File: config.mk
export PLATFORM = sky130hd
export DESIGN_NAME = ray_logic_pipe
export DESIGN_NICKNAME = d
export VERILOG_FILES = /design/src/rtl/ray_logic_pkg.sv /design/src/rtl/ray_pipe_stage.sv /design/src/rtl/ray_logic_pipe.sv
export SDC_FILE = /design/constraint.sdc
export NUM_CORES = 1
export LEC_CHECK = 0
export ABC_AREA = 1
export CAP_MARGIN = 20
export CORE_MARGIN = 5
export CORE_UTILIZATION = 36
export CTS_CLUSTER_DIAMETER = 60
export CTS_CLUSTER_SIZE = 12
export DETAILED_ROUTE_END_ITERATION = 16
export PLACE_DENSITY = 0.63
export SLEW_MARGIN = 5
export SYNTH_ARGS = -nofsm -noshare
export SYNTH_HDL_FRONTEND = slang
export SYNTH_SLANG_ARGS = --single-unit
File: constraint.sdc
create_clock -name clk -period 1.3 [get_ports clk]
set_input_delay 0.195 -clock clk [delete_from_list [all_inputs] [get_ports clk]]
set_output_delay 0.195 -clock clk [all_outputs]
set_load 0.02 [all_outputs]
File: src/rtl/ray_logic_pkg.sv
// Shared types and helpers for the ray_logic_pipe bitwise datapath.
// Operation encoding and the per-bit operation evaluator live here.
package ray_logic_pkg;

    localparam int MAX_STAGES = 8;

    typedef enum logic [1:0] {
        OP_AND  = 2'd0,
        OP_OR   = 2'd1,
        OP_XOR  = 2'd2,
        OP_NAND = 2'd3
    } logic_op_t;

    // Single-bit evaluation; callers loop over the operand width.
    function automatic logic apply_op(
        input logic      a,
        input logic      b,
        input logic_op_t op
    );
        logic r;
        r = 1'b0;
        case (op)
            OP_AND:  r = a & b;
            OP_OR:   r = a | b;
            OP_XOR:  r = a ^ b;
            OP_NAND: r = ~(a & b);
            default: r = 1'b0;
        endcase
        return r;
    endfunction

endpackage

File: src/rtl/ray_pipe_stage.sv
// One valid/ready register slot of the ray_logic_pipe pipeline.
// Accepts a new beat whenever it is empty or its contents are being taken.
module ray_pipe_stage #(
    parameter int DW = 9
) (
    input  logic          clk,
    input  logic          rst,
    input  logic          up_valid,
    input  logic [DW-1:0] up_data,
    output logic          up_ready,
    output logic          dn_valid,
    output logic [DW-1:0] dn_data,
    input  logic          dn_ready
);

    logic          valid_q;
    logic          valid_d;
    logic [DW-1:0] data_q;
    logic [DW-1:0] data_d;
    logic          en;

    assign en       = !valid_q || dn_ready;
    assign up_ready = en;
    assign dn_valid = valid_q;
    assign dn_data  = data_q;

    // Load from upstream when enabled; bubbles leave the data untouched.
    always_comb begin
        valid_d = valid_q;
        data_d  = data_q;
        if (en) begin
            valid_d = up_valid;
            if (up_valid) begin
                data_d = up_data;
            end
        end
    end

    // Slot register with asynchronous clear.
    always_ff @(posedge clk or posedge rst) begin
        if (rst) begin
            valid_q <= 1'b0;
            data_q  <= '0;
        end else begin
            valid_q <= valid_d;
            data_q  <= data_d;
        end
    end

endmodule

File: src/rtl/ray_logic_pipe.sv
// Bitwise AND/OR/XOR/NAND unit with a STAGES-deep valid/ready pipeline.
// Optional handshake counters are enabled by RAY_LOGIC_PIPE_STATS_EN.
module ray_logic_pipe
    import ray_logic_pkg::*;
#(
    parameter int WIDTH  = 8,
    parameter int STAGES = 2
) (
    input  logic             clk,
    input  logic             rst,
    input  logic [WIDTH-1:0] in1,
    input  logic [WIDTH-1:0] in2,
    input  logic [1:0]       op,
    input  logic             in_valid,
    output logic             in_ready,
    output logic [WIDTH-1:0] prod,
    output logic             zero,
    output logic             out_valid,
    input  logic             out_ready
`ifdef RAY_LOGIC_PIPE_STATS_EN
    ,
    output logic [31:0]      stat_ops,
    output logic [31:0]      stat_zero
`endif
);

    localparam int DW = WIDTH + 1;

    logic [WIDTH-1:0]         res;
    logic                     res_zero;
    logic [STAGES:0]          vld;
    logic [STAGES:0]          take;
    logic [STAGES:0][DW-1:0]  dat;

    // Evaluate the selected operation bit by bit on the incoming operands.
    always_comb begin
        res = '0;
        for (int i = 0; i < WIDTH; i++) begin
            res[i] = apply_op(in1[i], in2[i], logic_op_t'(op));
        end
    end

    assign res_zero     = (res == '0);
    assign vld[0]       = in_valid;
    assign dat[0]       = {res_zero, res};
    assign take[STAGES] = out_ready;
    assign in_ready     = take[0];
    assign out_valid    = vld[STAGES];
    assign zero         = dat[STAGES][DW-1];
    assign prod         = dat[STAGES][WIDTH-1:0];

    for (genvar k = 0; k < STAGES; k++) begin : g_stage
        ray_pipe_stage #(
            .DW(DW)
        ) u_stage (
            .clk      (clk),
            .rst      (rst),
            .up_valid (vld[k]),
            .up_data  (dat[k]),
            .up_ready (take[k]),
            .dn_valid (vld[k+1]),
            .dn_data  (dat[k+1]),
            .dn_ready (take[k+1])
        );
    end

`ifdef RAY_LOGIC_PIPE_STATS_EN
    logic [31:0] stat_ops_q;
    logic [31:0] stat_ops_d;
    logic [31:0] stat_zero_q;
    logic [31:0] stat_zero_d;

    // Count output handshakes, and those carrying a zero result.
    always_comb begin
        stat_ops_d  = stat_ops_q;
        stat_zero_d = stat_zero_q;
        if (out_valid && out_ready) begin
            stat_ops_d = stat_ops_q + 32'd1;
            if (zero) begin
                stat_zero_d = stat_zero_q + 32'd1;
            end
        end
    end

    // Counter registers, cleared by reset.
    always_ff @(posedge clk or posedge rst) begin
        if (rst) begin
            stat_ops_q  <= '0;
            stat_zero_q <= '0;
        end else begin
            stat_ops_q  <= stat_ops_d;
            stat_zero_q <= stat_zero_d;
        end
    end

    assign stat_ops  = stat_ops_q;
    assign stat_zero = stat_zero_q;
`endif

endmodule

==> results of run 1 <==
[per-stage QoR]
step           setup WS, ns  utilization [%]
2_1_floorplan     -0.007117                -
3_3_place_gp        -0.4128            48.13
3_5_place_dp        -0.4279            48.13
4_1_cts             0.01666            49.66
5_1_grt            0.007217            49.80
6_report            0.07689            49.80
[cell usage after synthesis (all sizes together)]
library cell	n	area share, %
nor2	15	4.3
or2	1	0.45
nand3	21	7.6
nand2	29	7.9
a21oi	1	0.36
o21ai	11	4.0
nand3b	3	1.6
ha	16	15
nor3	2	0.73
dfrtp	20	36
mux2	7	5.7
buf	13	6.8
clkinv	1	0.27
nand4	1	0.45
inv	33	9.0
[worst reg2reg max path, cell delays in order (launching register included)]
cell and delay, ns:
dfrtp_1 0.40, nand3_2 0.10, nand2_1 0.08, inv_1 0.10, nand2_1 0.07, nor3_2 0.18, nand3_1 0.10, nand2_1 0.06
[metal layers]
metal	vias to the layer above	track usage (%)
li1	612	-
met1	484	13.76
met2	27	16.22
met3	6	1.964
met4	0	4.384
met5	-	0
[report_power, final]
group	internal [µW]	leakage [µW]	switching (µW)
clock	269	0.0000288	190
sequential	769	0.000247	66.3
combinational	334	0.000746	381
total	1370	0.00102	636
[timing repair]
item,CTS,global route
gates cloned,0,0
endpoints found under the hold margin,0,0
hold buffers,0,0
pin swaps,14,3
setup endpoints to repair,16,12
gates resized for setup,32,5
setup buffers,2,0
[path summary, 6_finish.rpt]
kind / from / slack (ns) / to / depth (start not counted)
max: in1[7] / 0.08 / g_stage[0].u_stage.dn_data[8]$_DFFE_PP0P_ / 8
min: rst / 0.26 / g_stage[1].u_stage.dn_data[4]$_DFFE_PP0P_ / 3
max reg2reg: g_stage[1].u_stage.dn_valid$_DFFE_PP0P_ / 0.16 / g_stage[0].u_stage.dn_data[8]$_DFFE_PP0P_ / 7
min reg2reg: g_stage[1].u_stage.dn_data[7]$_DFFE_PP0P_ / 0.48 / g_stage[1].u_stage.dn_data[7]$_DFFE_PP0P_ / 2
max in group asynchronous: rst / 0.84 / g_stage[0].u_stage.dn_data[2]$_DFFE_PP0P_ / 3
min in group clk: g_stage[1].u_stage.dn_data[7]$_DFFE_PP0P_ / 0.48 / g_stage[1].u_stage.dn_data[7]$_DFFE_PP0P_ / 2
[cell type report]
| cell class | instances | share of cell area (%) |
|---|---|---|
| Clock buffer | 4 | 2.997 |
| Inverter | 34 | 7.016 |
| Multi-Input combinational cell | 107 | 36.99 |
| Sequential cell | 20 | 27.25 |
| Tap cell | 48 | 3.270 |
| Timing Repair Buffer | 48 | 22.48 |
[flip-flops by register name (all words and copies together), names as in the netlist]
name / count
g_stage.u_stage.dn_data: 18
g_stage.u_stage.dn_valid: 2
[kinds of logic after synthesis]
family	after synthesis	share of synthesized area (%)
AOI/OAI and AO/OA	12	4.355
adders and majority gates	16	14.52
buffers and inverters	47	16.06
DFF	20	36.30
muxes	7	5.717
and+or+nand+nor	72	23.05
==> flow_summary_export.csv, run 1 <==
group,metric,value,unit
yosys,synth_cell_types,20,
pwr,p_per_area,1094,nW/µm²
setup_path,path_max_fanout,2,
global_routing,grt_use_total,10.32,%
timing,skew,0.001407,ns
timing,whs,0.2576,ns
placement,placed_area,1775,µm²
timing,slew_viol_final,0,
floorplanning,initial_core_util,37.38,%
global_routing,grt_pass1_wl,4374,µm
layout,seqCellArea,500.5,µm²
yosys,yosysSeqAreaShare,36.30,%
setup_path,crit_chain,"clkdlybuf4s50_1 > inv_1 > ha_1 > nand2_1 > o21ai_1 > nor3_2 > nand3_1 > nand2_1",
setup_path,path_delay_family,"buffers and inverters",
setup_path,slowest_stage,"clkdlybuf4s50_1",
clock_network,clock_latency,0.25,ns
pwr,irDropWorstVdd,0.4375,mV
layout,nets,252,
floorplanning,dieArea,5167,µm²
clock_network,htree_num_levels,1,
detailed_routing,wl,2504,µm
layout,multi_input_area,679.4,µm²
pwr,p_leak,0.001022,µW
detailed_routing,dr.pass1.iters,4,
detailed_routing,drc,0,
timing,finalCritPeriodShare,94.09,%
layout,final_area,1837,µm²
detailed_routing,drt-vias-per-instance,4.326,
yosys,syn-num-nets,212,
global_routing,grt_pass1_vias,1046,
setup_path,endpoint_kind,"register",
layout,drive_gt1_share,18.31,%
timing,worst_slew_pin_slew,0.2472,ns
clock_network,cts_buffers,3,
timing,setup_viol,0,
floorplanning,die_w,71.89,µm
floorplanning,core-area,3689,µm²
detailed_routing,wl_per_cell,9.594,µm
detailed_routing,route.met3.wl,140,µm
detailed_routing,m1WireLength,1200,µm
status,status,"completed",
clock_network,clk_path_buf_depth,2,
timing,setup-tns-final,0,ns
timing,fmax,817.6,MHz
yosys,synthCells,174,
global_routing,antenna_found_initial,0,
pwr,power,2009,µW
layout,final_common_cell,"inv_1",
placement,dpl.hpwl,2040,µm
flow_run,maxCapViolCount,0,
global_routing,grt_max_degree,21,
layout,layout-area-overhead-vs-synth,33.21,%
setup_path,crit_buf_inv,2,
layout,layout_common_cells,"inv_1, nand2_1, dlygate4sd2_1, nand3_1, dfrtp_1",
clock_network,cts_tree,"yes",
detailed_routing,vias,1129,
layout,n_antenna_cell,0,
detailed_routing,top_layer,"met4",
setup_path,slowest_delay,0.48,ns
setup_path,crit_type,"in -> reg",
min_path,hold_path_class,"in -> async",
layout,nFillCells,398,
global_routing,grt_overflow,0,
setup_path,startpoint_type,"primary input",
detailed_routing,routed-wl-met2,1124,µm
clock_network,cts-root-buf,"clkbuf_8",
clock_network,clk_pin_slew,0.07,ns
floorplanning,ioPinCount,33,
yosys,ys_warn_count,0,
yosys,netlist_area,1379,µm²
detailed_routing,antenna_left,0,
floorplanning,std_cell_rows,22,
clock_network,cts_sinks,20,
yosys,syn_avg_cell_area,7.924,µm²
setup_path,critical_path_required,1.49,ns
layout,finalNonFillerCells,261,
timing,relSlewSlack,83.52,%
detailed_routing,drt_iter0_markers,55,
placement,place_congestion,0.7524,
placement,dp_cells,255,
setup_path,cp.arrival,1.42,ns
yosys,ys_ff_latch,20,
timing,hold_viol_final,0,
floorplanning,die_y,71.89,µm
placement,portBuffers,32,
timing,fin_crit,1.223,ns
setup_path,cp_common_cell,"nand2_1",
timing,rsz0062_at_grt,"false",
Note: power is estimated with default switching activity, not from simulation.
==> run 2, diff against run 1 <==
- ABC_CLOCK_PERIOD_IN_PS: not set -> 1300
==> results of run 2 <==
Final layout, timing and power as in run 1 (identical DEF).
==> run 3, diff against run 2 <==
- ABC_CLOCK_PERIOD_IN_PS: 1300 -> 1520
- CORE_UTILIZATION: 36 -> 53
- PLACE_DENSITY: 0.63 -> 0.86
- clock period: 1.3 -> 1.52 ns (I/O delays scaled with it)
==> run 3 against run 2 <==
Effect of this change:
- hold slack lost 0.011 ns
- register-to-register slack gained 0.04 ns
- global-route usage grew 5.7 points
- critical path depth shrank 7
==> flow_summary_export.csv, run 3 (synthesis gave the netlist of run 1 again) <==
group,metric,value,unit
status,status,"completed",
setup_path,slowest_stage,"clkdlybuf4s50_1",
detailed_routing,drc,0,
setup_path,r2r_setup_slack,0.20,ns
detailed_routing,drt_iter0_markers,39,
clock_network,hold_buffers,0,
placement,place_congestion,0.7814,
setup_path,crit_chain,"clkdlybuf4s50_1",
setup_path,path_delay_family,"buffers and inverters",
detailed_routing,wl_per_cell,11.30,µm
layout,layout_common_cells,"inv_1, nand2_1, clkdlybuf4s50_1, nand3_1, dfrtp_1",
pwr,p_leak,0.001003,µW
layout,largest_reg_flops,18,
clock_network,clock_latency,0.29,ns
setup_path,startpoint_type,"register",
timing,fmax,677.6,MHz
floorplanning,initial_core_util,55.66,%
setup_path,critical_path_required,1.29,ns
pwr,power,1681,µW
setup_path,cp.arrival,1.25,ns
clock_network,cts-root-buf,"clkbuf_4",
floorplanning,std_cell_rows,18,
setup_path,endpoint_kind,"output port",
timing,hold_viol_final,0,
floorplanning,dieArea,3722,µm²
global_routing,antenna_found_initial,0,
timing,setup_ws,0.04421,ns
layout,final_common_cell,"inv_1",
layout,nets,250,
detailed_routing,vias,1184,
detailed_routing,antenna_left,0,
pwr,irDropWorstVdd,0.6191,mV
detailed_routing,dr.pass1.iters,4,
detailed_routing,drt-vias-per-instance,4.913,
detailed_routing,wl,2723,µm
timing,slew_viol_final,0,
timing,worst_slew_pin_slew,0.3396,ns
clock_network,htree_num_levels,1,
timing,finalCritPeriodShare,97.09,%
floorplanning,ioPinCount,33,
layout,layout-area-overhead-vs-synth,30.49,%
clock_network,cts_sinks,20,
clock_network,cts_buffers,3,
layout,n_antenna_cell,0,
timing,rsz0062_at_grt,"true",
floorplanning,die_w,61.01,µm
floorplanning,die_y,61.01,µm
global_routing,grt_pass1_wl,4533,µm
min_path,hold_path_class,"in -> async",
global_routing,grt_pass1_vias,1200,
global_routing,grt_max_degree,21,
global_routing,grt_overflow,0,
placement,dp_slack,-0.1983,ns
flow_run,maxCapViolCount,0,
timing,relSlewSlack,77.19,%
setup_path,crit_type,"reg -> out",
setup_path,r2r-start,"g_stage[1].u_stage.dn_valid$_DFFE_PP0P_",
pwr,p_per_area,934.1,nW/µm²
global_routing,grt_use_total,15.99,%
clock_network,cts_tree,"yes",
setup_path,slowest_delay,0.60,ns
layout,utilization,72.63,%
placement,portBuffers,32,
setup_path,r2r_cells,8,
setup_path,path_max_fanout,2,
setup_path,r2r-end,"g_stage[0].u_stage.dn_data[8]$_DFFE_PP0P_",
timing,skew,0.007864,ns
clock_network,clk_path_buf_depth,2,
floorplanning,core-area,2477,µm²
timing,fin_crit,1.476,ns
timing,setup_viol,0,
clock_network,clk_pin_slew,0.11,ns
setup_path,crit_buf_inv,1,
layout,drive_gt1_share,13.74,%
layout,nFillCells,211,
placement,dpl.hpwl,2278,µm
-- run 3: layer usage --
| layer | vias up | global-route usage (%) | part of all wire [%] |
|---|---|---|---|
| li1 | 612 | - | - |
| met1 | 533 | 16.47 | 40 |
| met3 | 6 | 2.340 | 4.9 |
| met4 | 0 | 8.359 | 2.3 |
| met5 | - | 0 | 0 |
| met2 | 33 | 30.69 | 53 |
-- run 3: through the flow --
step | TNS, ns | hold slack, ns | cells | instance area, µm²
floorplan | 0 | 0.1918 | 174 | 1379
global placement | -0.7616 | 0.4649 | 237 | 1748
detailed placement | -1.169 | 0.4724 | 237 | 1748
CTS | 0 | 0.2610 | 241 | 1780
global route | -0.01132 | 0.2727 | 241 | 1799
finish | 0 | 0.2463 | 241 | 1799
-- run 3: timing repair --
item	in CTS	in global routing
endpoints found under the setup margin	3	7
buffers inserted	0	0
resized for setup	3	7
pin swaps	0	1
-- run 3: power by group --
part / internal [µW] / switching (µW) / total [µW]
sequential: 657 / 64.1 / 721
combinational: 333 / 332 / 665
clock: 146 / 149 / 294
-- run 3: cell type report --
type | instances | area [µm²] | area share, %
Sequential cell | 20 | 500.5 | 27.82
Tap cell | 30 | 37.54 | 2.086
Clock buffer | 4 | 36.28 | 2.017
Multi-Input combinational cell | 107 | 660.6 | 36.72
Inverter | 34 | 127.6 | 7.093
Timing Repair Buffer | 46 | 436.7 | 24.27
-- run 3: worst max-delay path by stage --
stage                                              startpoint                                   endpoint  slack (ns)  cells after the start
global placement                                       in1[0]  g_stage[0].u_stage.dn_data[8]$_DFFE_PP0P_       -0.15                     10
finish              g_stage[1].u_stage.dn_data[2]$_DFFE_PP0P_                                    prod[2]        0.04                      1
global route                                           in1[0]  g_stage[0].u_stage.dn_data[8]$_DFFE_PP0P_       -0.01                     10
CTS                 g_stage[1].u_stage.dn_data[0]$_DFFE_PP0P_                                    prod[0]       0.005                      1
floorplan             g_stage[1].u_stage.dn_valid$_DFFE_PP0P_  g_stage[0].u_stage.dn_data[8]$_DFFE_PP0P_        0.12                      7
detailed placement                                     in1[6]  g_stage[0].u_stage.dn_data[8]$_DFFE_PP0P_       -0.20                     10
